## config.mk

```make
export PLATFORM = sky130hd
export DESIGN_NAME = mem_read_mat_seq_flat
export DESIGN_NICKNAME = d
export VERILOG_FILES = /design/src/rtl/mat_rd_pkg.sv /design/src/rtl/mem_read_mat_seq_if.sv /design/src/rtl/bank_skew_delay.sv /design/src/rtl/mem_read_mat_seq.sv /design/src/flat_wrapper.sv
export SDC_FILE = /design/constraint.sdc
export NUM_CORES = 1
export LEC_CHECK = 0
export ABC_CLOCK_PERIOD_IN_PS = 2050
export CAP_MARGIN = 5
export CORE_UTILIZATION = 30
export CTS_CLUSTER_SIZE = 10
export DETAILED_ROUTE_END_ITERATION = 16
export PLACE_DENSITY_LB_ADDON = 0.12
export SLEW_MARGIN = 5
export SYNTH_ARGS = -nofsm -noshare
export SYNTH_HDL_FRONTEND = slang
export SYNTH_SLANG_ARGS = --single-unit
```

## constraint.sdc

```tcl
create_clock -name clk -period 2.05 [get_ports clk]
set_clock_uncertainty 0.2 [all_clocks]
set_input_delay 0.41 -clock clk [delete_from_list [all_inputs] [get_ports clk]]
set_output_delay 0.41 -clock clk [all_outputs]
set_load 0.1 [all_outputs]
```

## src/rtl/mat_rd_pkg.sv

```systemverilog
// Shared encodings and width helpers for the banked matrix read sequencer.
package mat_rd_pkg;

  typedef enum logic [1:0] {
    IDLE  = 2'd0,
    ISSUE = 2'd1,
    DRAIN = 2'd2,
    DONE  = 2'd3
  } state_t;

  localparam logic WALK_ROW = 1'b0;  // column index runs fastest
  localparam logic WALK_COL = 1'b1;  // row index runs fastest

  // Bits needed to count 0..x-1, never less than one bit.
  function automatic int cnt_w(input int x);
    return (x <= 2) ? 1 : $clog2(x);
  endfunction

  // Per-bank address width: each bank holds (M*M)/N words.
  function automatic int addr_w(input int n, input int m);
    return cnt_w((m * m) / n);
  endfunction

endpackage

```

## src/rtl/mem_read_mat_seq_if.sv

```systemverilog
// Control handshake and banked read bus of the matrix read sequencer.
interface mem_read_mat_seq_if
  import mat_rd_pkg::*;
#(
  parameter int N   = 3,
  parameter int M   = 6,
  parameter int P_W = 4
) ();

  localparam int AW = addr_w(N, M);

  logic            start;
  logic            mode;
  logic [P_W-1:0]  passes;
  logic            stall;
  logic            busy;
  logic            done;
  logic [N*AW-1:0] rd_addr_bram;
  logic [N-1:0]    rd_en_bram;

  // Controller side: requests walks and observes the read bus.
  modport master (
    output start, mode, passes, stall,
    input  busy, done, rd_addr_bram, rd_en_bram
  );

  // Sequencer side.
  modport slave (
    input  start, mode, passes, stall,
    output busy, done, rd_addr_bram, rd_en_bram
  );

endinterface

```

## src/rtl/bank_skew_delay.sv

```systemverilog
// N-stage {en, addr} delay line; tap b feeds bank b, giving one cycle of
// skew per bank. hold freezes every stage so alignment survives a stall.
module bank_skew_delay #(
  parameter int N  = 3,
  parameter int AW = 4
) (
  input  logic            clk,
  input  logic            rst,
  input  logic            hold,
  input  logic            in_en,
  input  logic [AW-1:0]   in_addr,
  output logic [N-1:0]    tap_en,
  output logic [N*AW-1:0] tap_addr
);

  logic [N-1:0]    en_q, en_d;
  logic [N*AW-1:0] addr_q, addr_d;

  // Shift the issued slot one stage per non-held cycle.
  always_comb begin
    en_d   = en_q;
    addr_d = addr_q;
    if (!hold) begin
      en_d[0]          = in_en;
      addr_d[AW-1:0]   = in_addr;
      for (int b = 1; b < N; b++) begin
        en_d[b]               = en_q[b-1];
        addr_d[b*AW +: AW]    = addr_q[(b-1)*AW +: AW];
      end
    end
  end

  // Stage registers; also serve as the bank output registers.
  always_ff @(posedge clk) begin
    if (rst) begin
      en_q   <= '0;
      addr_q <= '0;
    end else begin
      en_q   <= en_d;
      addr_q <= addr_d;
    end
  end

  assign tap_en   = en_q;
  assign tap_addr = addr_q;

endmodule

```

## src/rtl/mem_read_mat_seq.sv

```systemverilog
// Self-sequencing read-address generator for one row-banked M x M operand
// matrix. Walks row- or column-major for a run-time number of passes and
// presents each address to bank b with b cycles of skew.
module mem_read_mat_seq
  import mat_rd_pkg::*;
#(
  parameter int N   = 3,
  parameter int M   = 6,
  parameter int P_W = 4
) (
  input  logic               clk,
  input  logic               rst,
  mem_read_mat_seq_if.slave  bus
);

  localparam int AW = addr_w(N, M);
  localparam int R  = M / N;        // local rows per bank
  localparam int RW = cnt_w(R);
  localparam int CW = cnt_w(M);
  localparam int DW = cnt_w(N + 1);

  generate
    if (N < 1 || (M % N) != 0) begin : g_bad_cfg
      $error("mem_read_mat_seq: M must be a positive multiple of N");
    end
  endgenerate

  state_t         state_q, state_d;
  logic           mode_q, mode_d;
  logic [P_W-1:0] passes_q, passes_d;
  logic [P_W-1:0] pass_q, pass_d;
  logic [RW-1:0]  row_q, row_d;
  logic [CW-1:0]  col_q, col_d;
  logic [DW-1:0]  drain_q, drain_d;
  logic           vld_p0_q, vld_p0_d;
  logic [AW-1:0]  addr_p0_q, addr_p0_d;

  logic           last_row, last_col;
  logic [AW-1:0]  issue_addr;

  assign last_row = (row_q == RW'(R - 1));
  assign last_col = (col_q == CW'(M - 1));
  // Max value is M*M/N-1, so the AW-bit result is exact.
  assign issue_addr = AW'(int'(row_q) * M + int'(col_q));

  // Next-state, counter and issue-slot logic; a stall holds everything.
  always_comb begin
    state_d   = state_q;
    mode_d    = mode_q;
    passes_d  = passes_q;
    pass_d    = pass_q;
    row_d     = row_q;
    col_d     = col_q;
    drain_d   = drain_q;
    vld_p0_d  = vld_p0_q;
    addr_p0_d = addr_p0_q;
    if (!bus.stall) begin
      vld_p0_d  = 1'b0;
      addr_p0_d = '0;
      case (state_q)
        IDLE: begin
          if (bus.start) begin
            state_d  = ISSUE;
            mode_d   = bus.mode;
            passes_d = (bus.passes == '0) ? P_W'(1) : bus.passes;
            pass_d   = '0;
            row_d    = '0;
            col_d    = '0;
          end
        end
        ISSUE: begin
          vld_p0_d  = 1'b1;
          addr_p0_d = issue_addr;
          if (mode_q == WALK_ROW) begin
            if (last_col) begin
              col_d = '0;
              row_d = last_row ? '0 : row_q + RW'(1);
            end else begin
              col_d = col_q + CW'(1);
            end
          end else begin
            if (last_row) begin
              row_d = '0;
              col_d = last_col ? '0 : col_q + CW'(1);
            end else begin
              row_d = row_q + RW'(1);
            end
          end
          if (last_row && last_col) begin
            pass_d = pass_q + P_W'(1);
            if (pass_q == passes_q - P_W'(1)) begin
              state_d = DRAIN;
              drain_d = '0;
            end
          end
        end
        DRAIN: begin
          // Let the final slot ripple through every bank stage.
          if (drain_q == DW'(N)) begin
            state_d = DONE;
          end else begin
            drain_d = drain_q + DW'(1);
          end
        end
        DONE: begin
          state_d = IDLE;
        end
        default: begin
          state_d = IDLE;
        end
      endcase
    end
  end

  // Control state and the issue register (pipeline stage p0).
  always_ff @(posedge clk) begin
    if (rst) begin
      state_q   <= IDLE;
      mode_q    <= WALK_ROW;
      passes_q  <= '0;
      pass_q    <= '0;
      row_q     <= '0;
      col_q     <= '0;
      drain_q   <= '0;
      vld_p0_q  <= 1'b0;
      addr_p0_q <= '0;
    end else begin
      state_q   <= state_d;
      mode_q    <= mode_d;
      passes_q  <= passes_d;
      pass_q    <= pass_d;
      row_q     <= row_d;
      col_q     <= col_d;
      drain_q   <= drain_d;
      vld_p0_q  <= vld_p0_d;
      addr_p0_q <= addr_p0_d;
    end
  end

  assign bus.busy = (state_q != IDLE);
  assign bus.done = (state_q == DONE);

  // Stage p0 -> per-bank skew stages; tap b is bank b's output register.
  bank_skew_delay #(
    .N  (N),
    .AW (AW)
  ) u_skew (
    .clk      (clk),
    .rst      (rst),
    .hold     (bus.stall),
    .in_en    (vld_p0_q),
    .in_addr  (addr_p0_q),
    .tap_en   (bus.rd_en_bram),
    .tap_addr (bus.rd_addr_bram)
  );

endmodule

```

## src/flat_wrapper.sv

```systemverilog
// flat-port wrapper written by rule: the top's interface ports become plain ports
module mem_read_mat_seq_flat import mat_rd_pkg::*;
#(
  parameter int N   = 3,
  parameter int M   = 6,
  parameter int P_W = 4
)
  (clk, rst, bus_start, bus_mode, bus_passes, bus_stall, bus_busy, bus_done, bus_rd_addr_bram, bus_rd_en_bram);
  mem_read_mat_seq_if #(.N(N), .M(M), .P_W(P_W)) bus_i ();
  input  logic clk;
  input  logic rst;
  input wire logic [$bits(bus_i.start)-1:0] bus_start;
  input wire logic [$bits(bus_i.mode)-1:0] bus_mode;
  input wire logic [$bits(bus_i.passes)-1:0] bus_passes;
  input wire logic [$bits(bus_i.stall)-1:0] bus_stall;
  output wire logic [$bits(bus_i.busy)-1:0] bus_busy;
  output wire logic [$bits(bus_i.done)-1:0] bus_done;
  output wire logic [$bits(bus_i.rd_addr_bram)-1:0] bus_rd_addr_bram;
  output wire logic [$bits(bus_i.rd_en_bram)-1:0] bus_rd_en_bram;
  assign bus_i.start = bus_start;
  assign bus_i.mode = bus_mode;
  assign bus_i.passes = bus_passes;
  assign bus_i.stall = bus_stall;
  assign bus_busy = bus_i.busy;
  assign bus_done = bus_i.done;
  assign bus_rd_addr_bram = bus_i.rd_addr_bram;
  assign bus_rd_en_bram = bus_i.rd_en_bram;
  mem_read_mat_seq #(.N(N), .M(M), .P_W(P_W)) u_core (.clk(clk), .rst(rst), .bus(bus_i));
endmodule
```

-- Word level (Yosys, flattened, before mapping)
Cells that the tools add are included.
Widths: inputs -> output; s select.
- register bits after elaboration: 37
- input bits: 9
- output and inout bits: 17
- logic and storage cells: 69
- $add $sub $neg: 6
- multipliers: 1
- eq/ne operators: 13
- multiplexer cells: 25
- bitwise gates (word level): 1
- reduce and logical (&&, ||, !) cells: 12
- operators by type and width (kind ; count):
    $mux 4 ; 4
    $mux 2 ; 7
    $mux 3 ; 4
    $reduce_and 4->1 ; 3
    $reduce_and 5->1 ; 2
    $pmux 2 s4 ; 1
    $pmux 4 s2 ; 1
    $eq 2x2->1 const B ; 3
    $ne 2x1->1 const B ; 3
    $pmux 3 s2 ; 1
    $reduce_bool 2->1 ; 3
    $mux 1 ; 5
    $add 4x1->4 const B ; 1
    $add 4x4->4 ; 1
    $eq 4x4->1 ; 1
    $logic_not 4->1 ; 1
    $ne 2x2->1 const B ; 2
    $pmux 2 s2 ; 1
    $sub 4x1->4 const B ; 1
    $add 3x1->3 const B ; 1
    $eq 3x3->1 const B ; 1
    $mul 1x2->3 const B ; 1
    $ne 3x1->1 const B ; 1
    $ne 3x3->1 const B ; 1
    other kinds (8) ; 8

-- Depth between registers and ports, before layout
- depth after elaboration: 5
- depth in mapped cells: 7
- gate-level depth less buffers: 7

-- Hierarchy
From an unflattened synthesis, not the netlist that was laid out.
- cells, all modules: 182
- area total of the unflattened synthesis: 1754.2 sq um
- by module, submodules not included (module ; times used ; cells each ; area an instance (sq um)):
    mem_read_mat_seq ; 1 ; 134 ; 1212.4
    bank_skew_delay ; 1 ; 48 ; 541.8

-- Least setup slack after synthesis
No wires, ideal clock.
- path type: flip-flop to flip-flop
- start point: reg u_core.state_q[0]
- end point: reg u_core.state_q[1]
- library setup time: 0.129 ns
- arrival time: 1.732 ns
- data required time: 1.721 ns
- setup slack: -0.011 ns
- stages on the path, launching flop included: 7
- cells stage by stage: dfxtp_1 -> inv_1 -> ha_1 -> inv_1 -> o22ai_1 -> o211ai_1 -> o41ai_1
- word-level cells in the longest chain between the ends: 3
- elaborated cells between the ends (all ways): 10
- classes of those cells: eq/ne: 7; mux: 1; reduce/logical: 2
- ends and longest elaborated chain (element ; RTL line ; text):
    start: declaration ; mem_read_mat_seq.sv:28 ; state_t state_q, state_d;
    start signal: assignment ; mem_read_mat_seq.sv:128 ; state_q <= state_d;
    $eq 2x2->1, or another cell as far along ; mem_read_mat_seq.sv:60 ; case (state_q)
    $ne 2x1->1 (no source line) or $ne 2x2->1 (tied branches) ; - ;
    $reduce_and 5->1 (no source line) ; - ;
Several ways; a longest one is shown, not always the timed one.
A chain may end at the register's enable or synchronous reset.

-- Worst setup path in the final report
- start point: reg u_core.state_q[0]
- end point: out bus_busy
- word-level cells in the longest chain between the ends: 1
- ends and longest elaborated chain (element ; RTL line ; text):
    $reduce_bool 2->1 ; mem_read_mat_seq.sv:140 ; assign bus.busy = (state_q != IDLE);
    end: declaration ; flat_wrapper.sv:16 ; output wire logic [$bits(bus_i.busy)-1:0] bus_busy;
Every way passes these cells.

==> results.md <==
- Crit path launch type: flop
- Yosys reg bits: 37
- Die Ht: 76.98 um
- CTS clock-pin slew for the worst setup and hold paths: 70 ps
- First DRT Iteration DRCs: 36
- Worst vdd ir: 317.4 uV
- Cell Pwr Density: 691.9 mW/mm^2
- Slowest CP cell: dfxtp_2
- Synth Flop Type: dfxtp_1
- Synth Instances: 180
- Worst slew pin tran: 459.7 ps
- Post-Syn Nets: 198
- # fillers: 511
- Wire per inst: 12.55 um
- First-pass GRT wire length: 6016 um
- Clock buffer count from CTS: 5
- CP delay by family, top: buffers and inverters
- Maximum root-to-sink buffer count: 2
- Unique masters post-synth: 36
- Final GP Congestion: 0.7504
- Routed WL: 3639 um
- Rows: 26
- Worst path max stage delay: 360 ps
- DRC: 0
- GR Util All Layers: 12.92%
- Ys async rst share: 0%
- Total negative slack: 0 ps
- Mapped Area: 0.001687 mm^2
- Hold Vio Cnt, Final: 0
- Layout cells sized above 1: 25.00%
- RR Startpoint: u_core.state_q[0]
- Die area: 0.005926 mm^2
- Hold path cells: 2
- CTS tree: yes
- Path depth of the worst reg2reg path: 8
- Yosys warns: 0
- Setup CP Type: flop to output pin
- # H-tree levels: 2
- Detailed Place HPWL: 2629 um
- Min cycle time layout: 1958 ps
- Core Footprint: 0.005270 mm^2
- Global route overflow: 0
- Tcrit/Tclk final: 95.50%
- Nets: 237
- Width of the die: 76.98 um
- Synth-to-Final Area Change: 44.96%
- Starting Density: 32.00%
- Antenna violations before repair: 0
- CP max FO: 4
- Final Max Slew Viols: 0
- Final core occ: 46.39%
- Critical path launch point: u_core.state_q[0]
- Setup violators final: 0
- Hold path startpoint: u_core.pass_q[3]
- Inserted Diodes: 0
- Largest net degree at the start of global routing: 24
- Worst path bufs/invs: 4
- DR vias/cell: 4.772
- Post-DRT Antenna Nets: 0
- Hold-fix buffers at CTS: 0
- EDFF count, synth: 0
- Crit. End Element: output pin
- Routed via count: 1384
- Area leader, netlist: dfxtp_1
- Synth top area share: 43.92%
- Later-pin clock latency in the skew report: 290 ps
- Pleak: 1.012 nW
- Fmax: 510.8 MHz
- IO buf count: 25
- Syn avg cell area: 9.370 um^2
- WP data required: 1440 ps
- Status: completed
- Levels on crit path: 5
- Class of the worst hold path: flop to flop
- I/O pins: 26
- Cell Chain, Critical Path: inv_1 -> ha_1 -> buf_4 -> clkinvlp_4 -> buf_12
- Vias in the first global route: 1319
- Synth area leaders: dfxtp_1, mux2i_1, nor2_1
- Slew HR: 69.26%
- First-pass DRT Iterations: 4
- Root buffer cell: clkbuf_8
- CP arrival: 1350 ps
- Clk sinks: 37
- Commonest non-fill, non-tap cells in the layout: nor2_1, dfxtp_1, mux2i_1
- Max Cap Viol: 0
- Seq/Total Area, Yosys: 43.92%
-- area by class of cell --
type | instances | area (um^2) | area share (%)
multi-input cells | 125 | 909.6 | 37.21
flip-flops and latches | 37 | 745.7 | 30.50
repair buffers | 40 | 545.5 | 22.31
well taps | 70 | 87.58 | 3.582
clock buffers | 5 | 68.82 | 2.815
clock inverters | 3 | 46.29 | 1.894
inverters | 10 | 41.29 | 1.689
-- synth_stat cells (4+ instances only) --
master    count
xnor2_1       4
a21oi_1       8
ha_1          8
mux2i_1      21
nand2_1      10
nor3_1        4
inv_1        10
dfxtp_1      37
a22oi_1       4
o21ai_0       5
clkbuf_1      6
nor2_1       33
-- through the flow --
stage | hold slack (ps) | instances | total power, mW | setup WS (ps) | cell area, um^2
2_1_floorplan | 252.2 | 180 | 0.9437 | 49.92 | 1690
3_5_place_dp | 278.1 | 281 | 1.050 | -144.0 | 2285
5_1_grt | 315.6 | 290 | 1.779 | -23.73 | 2445
3_3_place_gp | 270.2 | 281 | 1.044 | -117.4 | 2285
4_1_cts | 293.8 | 289 | 1.703 | 23.45 | 2400
6_report | 290.8 | 290 | 1.692 | 92.15 | 2445
-- worst register-to-register path, stage by stage (launching register included) --
cell and delay (ps):
dfxtp_2 360, inv_1 70, ha_1 220, mux2i_1 140
buf_4 150, a211oi_2 210, nand2_1 90, or3_1 300
a21oi_1 140
-- power by group --
group	internal [mW]	total (mW)	switching [mW]
clock network	0.364	0.640	0.276
registers	0.735	0.749	0.0145
logic	0.135	0.302	0.168
total	1.23	1.69	0.458
-- what timing repair did --
item / in CTS / in global routing
endpoints found under the setup margin: 0 / 8
gates resized for setup: 0 / 8
setup buffers: 0 / 1
-- cells by family after synthesis --
family                   Yosys count  synth area share [%]
AND/OR/NAND/NOR                   58                 15.95
flip-flops                        37                 43.92
AO/OA/AOI/OAI                     29                 12.02
multiplexers                      23                 13.80
buffers and inverters             18                 4.080
adder cells (fa/ha/maj)            9                 7.122
XOR/XNOR                           6                 3.116
-- worst paths after layout --
kind                                    endpoint  slack [ps]
worst max-delay path                    bus_busy          90
worst min-delay path            u_core.pass_q[3]         290
worst max register to register  u_core.pass_q[3]         110
worst min register to register  u_core.pass_q[3]         290
-- routing by layer --
metal	up-vias	track usage [%]	wire length (um)	share of wire, %
li1	702	-	-	-
met1	661	16.03	1718	47
met2	17	20.36	1750	48
met3	4	4.167	125	3.4
met4	0	5.660	44	1.2
met5	-	0	0	0
-- state kept, by name (all words and copies together), names as in the netlist --
register,cells
u_core.state_q,2
u_core.last_row,1
u_core.addr_p0_q,4
u_core.drain_q,2
u_core.u_skew.tap_en,3
u_core.col_q,3
u_core.u_skew.tap_addr,12
u_core.pass_q,4
u_core.passes_q,4
u_core.vld_p0_q,1
u_core.mode_q,1
No activity file was read; power rests on OpenSTA's default activity.
